`src/rtl/pc_ctrl_pkg.sv`:
```
// Shared definitions for the pc_ctrl program-counter sequencer:
// FSM state encoding, jump-table geometry and the saturating counter helper.
package pc_ctrl_pkg;

  typedef enum logic [1:0] {
    IDLE = 2'd0,
    RUN  = 2'd1,
    DONE = 2'd2
  } pcState_t;

  localparam int LUT_DEPTH  = 16;
  localparam int LUT_AW     = $clog2(LUT_DEPTH);
  localparam int INST_CNT_W = 16;

  function automatic logic [INST_CNT_W-1:0] sat_inc(input logic [INST_CNT_W-1:0] v);
    return (v == {INST_CNT_W{1'b1}}) ? v : v + 1'b1;
  endfunction

endpackage

```
`src/rtl/pc_ctrl_if.sv`:
```
// Bus between the decode/execute stages and pc_ctrl: control inputs,
// jump-table write port, and the PC/status outputs.
interface pc_ctrl_if #(
  parameter int PC_W = 10
);

  logic                            start;
  logic                            stall;
  logic                            jumpFlag;
  logic [7:0]                      jumpField;
  logic                            haltReq;
  logic                            lutWe;
  logic [pc_ctrl_pkg::LUT_AW-1:0]  lutAddr;
  logic [PC_W-1:0]                 lutData;
  logic [PC_W-1:0]                 pc;
  logic                            fetchValid;
  logic                            done;
  logic [pc_ctrl_pkg::INST_CNT_W-1:0] instCount;

  modport master (
    output start, stall, jumpFlag, jumpField, haltReq, lutWe, lutAddr, lutData,
    input  pc, fetchValid, done, instCount
  );

  modport slave (
    input  start, stall, jumpFlag, jumpField, haltReq, lutWe, lutAddr, lutData,
    output pc, fetchValid, done, instCount
  );

endinterface

```
`src/rtl/pc_ctrl_jump_lut.sv`:
```
// 16-entry jump-target table: combinational read, synchronous write,
// asynchronous clear on reset.
module jump_lut
  import pc_ctrl_pkg::*;
#(
  parameter int PC_W = 10
) (
  input  logic              clk,
  input  logic              reset,
  input  logic              we,
  input  logic [LUT_AW-1:0] waddr,
  input  logic [PC_W-1:0]   wdata,
  input  logic [LUT_AW-1:0] raddr,
  output logic [PC_W-1:0]   rdata
);

  logic [PC_W-1:0] entry_q [LUT_DEPTH];

  always_ff @(posedge clk or posedge reset) begin
    if (reset) begin
      for (int i = 0; i < LUT_DEPTH; i++) begin
        entry_q[i] <= '0;
      end
    end else if (we) begin
      entry_q[waddr] <= wdata;
    end
  end

  // Read sees the pre-write contents, so a same-cycle jump gets the old entry.
  assign rdata = entry_q[raddr];

endmodule

```
`src/rtl/pc_ctrl.sv`:
```
// Program-counter sequencer (IDLE/RUN/DONE). Define JUMP_LUT_EN to take jump
// targets from a 16-entry table; otherwise jumps are PC-relative.
module pc_ctrl
  import pc_ctrl_pkg::*;
#(
  parameter int              PC_W       = 10,
  parameter logic [PC_W-1:0] START_ADDR = '0
) (
  input  logic     clk,
  input  logic     reset,
  pc_ctrl_if.slave bus
);

  localparam logic [1:0] ST_IDLE = IDLE;
  localparam logic [1:0] ST_RUN  = RUN;
  localparam logic [1:0] ST_DONE = DONE;

  logic [1:0]            state_q, state_d;
  logic [PC_W-1:0]       pc_q, pc_d;
  logic [INST_CNT_W-1:0] inst_count_q, inst_count_d;
  logic [PC_W-1:0]       jump_target;

`ifdef JUMP_LUT_EN
  logic unused_jump_hi;
  assign unused_jump_hi = ^bus.jumpField[7:4];

  jump_lut #(
    .PC_W (PC_W)
  ) u_jump_lut (
    .clk   (clk),
    .reset (reset),
    .we    (bus.lutWe),
    .waddr (bus.lutAddr),
    .wdata (bus.lutData),
    .raddr (bus.jumpField[LUT_AW-1:0]),
    .rdata (jump_target)
  );
`else
  logic unused_lut;
  assign unused_lut = ^{bus.lutWe, bus.lutAddr, bus.lutData};

  assign jump_target = pc_q + PC_W'($signed(bus.jumpField));
`endif

  always_comb begin
    state_d      = state_q;
    pc_d         = pc_q;
    inst_count_d = inst_count_q;
    case (state_q)
      ST_RUN: begin
        if (!bus.stall) begin
          inst_count_d = sat_inc(inst_count_q);
          if (bus.haltReq) begin
            state_d = ST_DONE;
          end else if (bus.jumpFlag) begin
            pc_d = jump_target;
          end else begin
            pc_d = pc_q + PC_W'(1);
          end
        end
      end
      ST_IDLE, ST_DONE: begin
        if (bus.start) begin
          state_d      = ST_RUN;
          pc_d         = START_ADDR;
          inst_count_d = '0;
        end
      end
      default: begin
        state_d      = ST_IDLE;
        pc_d         = START_ADDR;
        inst_count_d = '0;
      end
    endcase
  end

  always_ff @(posedge clk or posedge reset) begin
    if (reset) begin
      state_q      <= ST_IDLE;
      pc_q         <= START_ADDR;
      inst_count_q <= '0;
    end else begin
      state_q      <= state_d;
      pc_q         <= pc_d;
      inst_count_q <= inst_count_d;
    end
  end

  assign bus.pc        = pc_q;
  assign bus.done      = (state_q == ST_DONE);
  assign bus.instCount = inst_count_q;
  // fetchValid must reflect this cycle's stall, so it is gated by the input directly.
  assign bus.fetchValid = (state_q == ST_RUN) && !bus.stall;

endmodule

```
`src/flat_wrapper.sv`:
```
// flat-port wrapper written by rule: the top's interface ports become plain ports
module pc_ctrl_flat import pc_ctrl_pkg::*;
#(
  parameter int              PC_W       = 10,
  parameter logic [PC_W-1:0] START_ADDR = '0
)
  (clk, reset, bus_start, bus_stall, bus_jumpFlag, bus_jumpField, bus_haltReq, bus_lutWe, bus_lutAddr, bus_lutData, bus_pc, bus_fetchValid, bus_done, bus_instCount);
  pc_ctrl_if #(.PC_W(PC_W)) bus_i ();
  input  logic clk;
  input  logic reset;
  input wire logic [$bits(bus_i.start)-1:0] bus_start;
  input wire logic [$bits(bus_i.stall)-1:0] bus_stall;
  input wire logic [$bits(bus_i.jumpFlag)-1:0] bus_jumpFlag;
  input wire logic [$bits(bus_i.jumpField)-1:0] bus_jumpField;
  input wire logic [$bits(bus_i.haltReq)-1:0] bus_haltReq;
  input wire logic [$bits(bus_i.lutWe)-1:0] bus_lutWe;
  input wire logic [$bits(bus_i.lutAddr)-1:0] bus_lutAddr;
  input wire logic [$bits(bus_i.lutData)-1:0] bus_lutData;
  output wire logic [$bits(bus_i.pc)-1:0] bus_pc;
  output wire logic [$bits(bus_i.fetchValid)-1:0] bus_fetchValid;
  output wire logic [$bits(bus_i.done)-1:0] bus_done;
  output wire logic [$bits(bus_i.instCount)-1:0] bus_instCount;
  assign bus_i.start = bus_start;
  assign bus_i.stall = bus_stall;
  assign bus_i.jumpFlag = bus_jumpFlag;
  assign bus_i.jumpField = bus_jumpField;
  assign bus_i.haltReq = bus_haltReq;
  assign bus_i.lutWe = bus_lutWe;
  assign bus_i.lutAddr = bus_lutAddr;
  assign bus_i.lutData = bus_lutData;
  assign bus_pc = bus_i.pc;
  assign bus_fetchValid = bus_i.fetchValid;
  assign bus_done = bus_i.done;
  assign bus_instCount = bus_i.instCount;
  pc_ctrl #(.PC_W(PC_W), .START_ADDR(START_ADDR)) u_core (.clk(clk), .reset(reset), .bus(bus_i));
endmodule
```
`config.mk`:
```
export PLATFORM = sky130hd
export DESIGN_NAME = pc_ctrl_flat
export DESIGN_NICKNAME = d
export VERILOG_FILES = /design/src/rtl/pc_ctrl_pkg.sv /design/src/rtl/pc_ctrl_if.sv /design/src/rtl/pc_ctrl_jump_lut.sv /design/src/rtl/pc_ctrl.sv /design/src/flat_wrapper.sv
export SDC_FILE = /design/constraint.sdc
export NUM_CORES = 1
export LEC_CHECK = 0
export ABC_AREA = 1
export ABC_CLOCK_PERIOD_IN_PS = 2600
export CAP_MARGIN = 30
export CORE_MARGIN = 2
export CORE_UTILIZATION = 53
export CTS_CLUSTER_SIZE = 24
export DETAILED_ROUTE_END_ITERATION = 10
export PLACE_DENSITY = 0.86
export SETUP_SLACK_MARGIN = 0.1
export SLEW_MARGIN = 20
export SYNTH_ARGS = -nofsm -noshare
export SYNTH_HDL_FRONTEND = slang
export SYNTH_SLANG_ARGS = --single-unit
```
`constraint.sdc`:
```
create_clock -name clk -period 2.6 [get_ports clk]
set_input_delay 0.26 -clock clk [delete_from_list [all_inputs] [get_ports clk]]
set_output_delay 0.26 -clock clk [all_outputs]
set_load 0.1 [all_outputs]
```
==> results.sh <==
export IMPL_synth_flop_cell="dfrtp_1"
export IMPL_drt_iter0_markers=126
export IMPL_period_share=0.7855
export IMPL_start_util=0.5498
export IMPL_crit_path_start="bus_jumpField[0]"
export IMPL_syn_avg_cell_area_um2=7.043
export IMPL_yosysTopAreaCell="dfrtp_1"
export IMPL_arrival_ns=2.22
export IMPL_grt_pass1_wl_mm=7.900
export IMPL_yosysSeqAreaShare=0.3209
export IMPL_worstMarginPinSlew_ns=0.5626
export IMPL_clk_pin_slew_ns=0.11
export IMPL_rsz0062_at_grt="no"
export IMPL_p_leak_nw=1.349
export IMPL_synth_nets=350
export IMPL_slew_headroom=0.6249
export IMPL_nets=393
export IMPL_utilization=0.6541
export IMPL_worstSetupPathType="input pin to flop"
export IMPL_dr_pass1_iters=4
export IMPL_multi_input_area_um2=1255
export IMPL_finalSetupViolations=0
export IMPL_skew_ns=0.007191
export IMPL_drc=0
export IMPL_place_hpwl_mm=3.538
export IMPL_grt_max_degree=31
export IMPL_slew_viol_final=0
export IMPL_netlist_area_um2=2183
export IMPL_seq_area_um2=700.7
export IMPL_async_flop_share=1.000
export IMPL_clockBufferDepth=2
export IMPL_ir_drop_mv=0.6328
export IMPL_filler_cell_count=357
export IMPL_io_buffers=41
export IMPL_p_per_area_nw_per_um2=849.9
export IMPL_synth_edf_count=0
export IMPL_clk_latency_ns=0.28
export IMPL_fin_setup_tns_ns=0
export IMPL_yosysMostFrequentCell="nand2_1"
export IMPL_ctsHtreeMaxLevel=1
export IMPL_worstPathRequired_ns=2.78
export IMPL_cts_sinks=28
export IMPL_synth_top_cell_area_share=0.3209
export IMPL_gp_congestion=0.8752
export IMPL_min_path_type="input pin to asynchronous set/reset pin"
export IMPL_cts_buffers=3
export IMPL_via_count=2085
export IMPL_grt_pass1_vias=1762
export IMPL_netlist_top_cells_count="104 x nand2_1, 39 x inv_1, 31 x nand3_1"
export IMPL_grt_usage=0.2181
export IMPL_rr_startpoint="u_core.bus.instCount[0]"
export IMPL_synthTopCellsByArea="dfrtp_1 32%, nand2_1 18%, nand3_1 7.1%"
export IMPL_synth_seq_cells=28
export IMPL_antenna_found_initial=0
export IMPL_r2r_slack_ns=0.65
export IMPL_drv_cap=0
export IMPL_rows=23
export IMPL_timing_fmax_mhz=489.6
export IMPL_cts_tree="done"
export IMPL_final_layout_size_suffix_gt1_frac=0.1989
export IMPL_hold_buffers=0
export IMPL_boundaryPins=57
export IMPL_overflow=0
export IMPL_hold_violations=0
export IMPL_clockRootBuffer="clkbuf_8"
export IMPL_start_kind="input pin"
export IMPL_min_period_ns=2.042
export IMPL_insertedDiodeCount=0
export IMPL_status="finished clean"
export IMPL_ant_nets=0
export IMPL_path_max_fanout=4
export IMPL_yosysWarnings=0
export IMPL_routedWlPerCell_um=11.88
export IMPL_wl_mm=4.777
export IMPL_coreArea_um2=3971
export IMPL_cts_resized=0
export IMPL_endpoint_kind="flop"
export IMPL_synthCells=310
export IMPL_postCtsSetupBuffers=0
export IMPL_die_x_um=68.19
export IMPL_vias_per_cell=5.187
export IMPL_dieHeight_um=68.19
export IMPL_syn_to_final_growth_pct=18.97
export IMPL_synth_cell_types=34
export IMPL_dieArea_um2=4649
stage by stage:
stage | hold slack [ns] | setup WS, ns | area (um2) | cells | power [mW]
floorplan | 0.3254 | 0.2140 | 2183 | 310 | 1.734
global placement | 0.4992 | 0.3693 | 2542 | 398 | 1.908
detailed placement | 0.5078 | 0.3165 | 2542 | 398 | 1.932
CTS | 0.3506 | 0.5931 | 2597 | 402 | 2.221
global route | 0.3749 | 0.3981 | 2597 | 402 | 2.336
finish | 0.3371 | 0.5576 | 2597 | 402 | 2.208
final timing paths:
path | to | cells past startpoint
setup / recovery | u_core.bus.pc[8] | 13
hold reg to reg | u_core.state_q[0] | 1
max in group asynchronous | u_core.bus.pc[1] | 3
setup reg to reg | u_core.bus.instCount[1] | 9
hold / removal | u_core.bus.instCount[1] | 3
min in group clk | u_core.state_q[0] | 1
per-layer routing:
| layer | vias to the layer above | share of wire | GRT usage |
|---|---|---|---|
| met5 | - | 0 | 0 |
| met4 | 0 | 0.0061 | 0.05750 |
| met3 | 2 | 0.039 | 0.01974 |
| met2 | 38 | 0.47 | 0.3447 |
| met1 | 968 | 0.48 | 0.3186 |
| li1 | 1077 | - | - |
logic make-up after synthesis:
logic type      synth area share
simple gates              0.3765
buf+inv                   0.1043
compound gates            0.1198
flops                     0.3209
fa+ha+maj                0.06648
xor+xnor                 0.01204
state kept, by name, summed over array words and instances, names as in the netlist:
register,flops
u_core.bus.instCount,16
u_core.state_q,2
u_core.bus.pc,10
critical path, cell delays in order:
cell and delay (ns):
clkdlybuf4s50_1 0.47, inv_1 0.04, nand2_1 0.05, ha_1 0.20
inv_1 0.07, fa_1 0.41, o21ai_0 0.22, buf_4 0.16
nand2_1 0.07, nand2_1 0.08, nand2_1 0.05, nand3_1 0.07
nand2_1 0.05
area by class of cell:
| type | count | area share |
|---|---|---|
| Clock buffer | 4 | 0.02119 |
| Inverter | 43 | 0.06214 |
| Multi-Input combinational cell | 233 | 0.4831 |
| Sequential cell | 28 | 0.2697 |
| Tap cell | 50 | 0.02408 |
| Timing Repair Buffer | 44 | 0.1397 |
power breakdown:
part	leakage (nW)	switching [mW]	internal, mW
logic	0.937	1.02	0.304
clock network	0.0288	0.146	0.136
registers	0.384	0.0840	0.514
total	1.35	1.25	0.953
cells in the final DEF, fill, tap and decap left out, drive strengths merged, types with 4 or more instances in the layout:
master	Yosys	layout
buf	4	31
a21oi	7	7
nor2	26	26
o21ai	21	21
or2	5	5
nand2	110	110
ha	10	10
clkdlybuf4s50	0	13
inv	43	43
nand3	32	32
nand4	8	8
dfrtp	28	28
clkbuf	2	4
(Power assumes the default switching activity.)
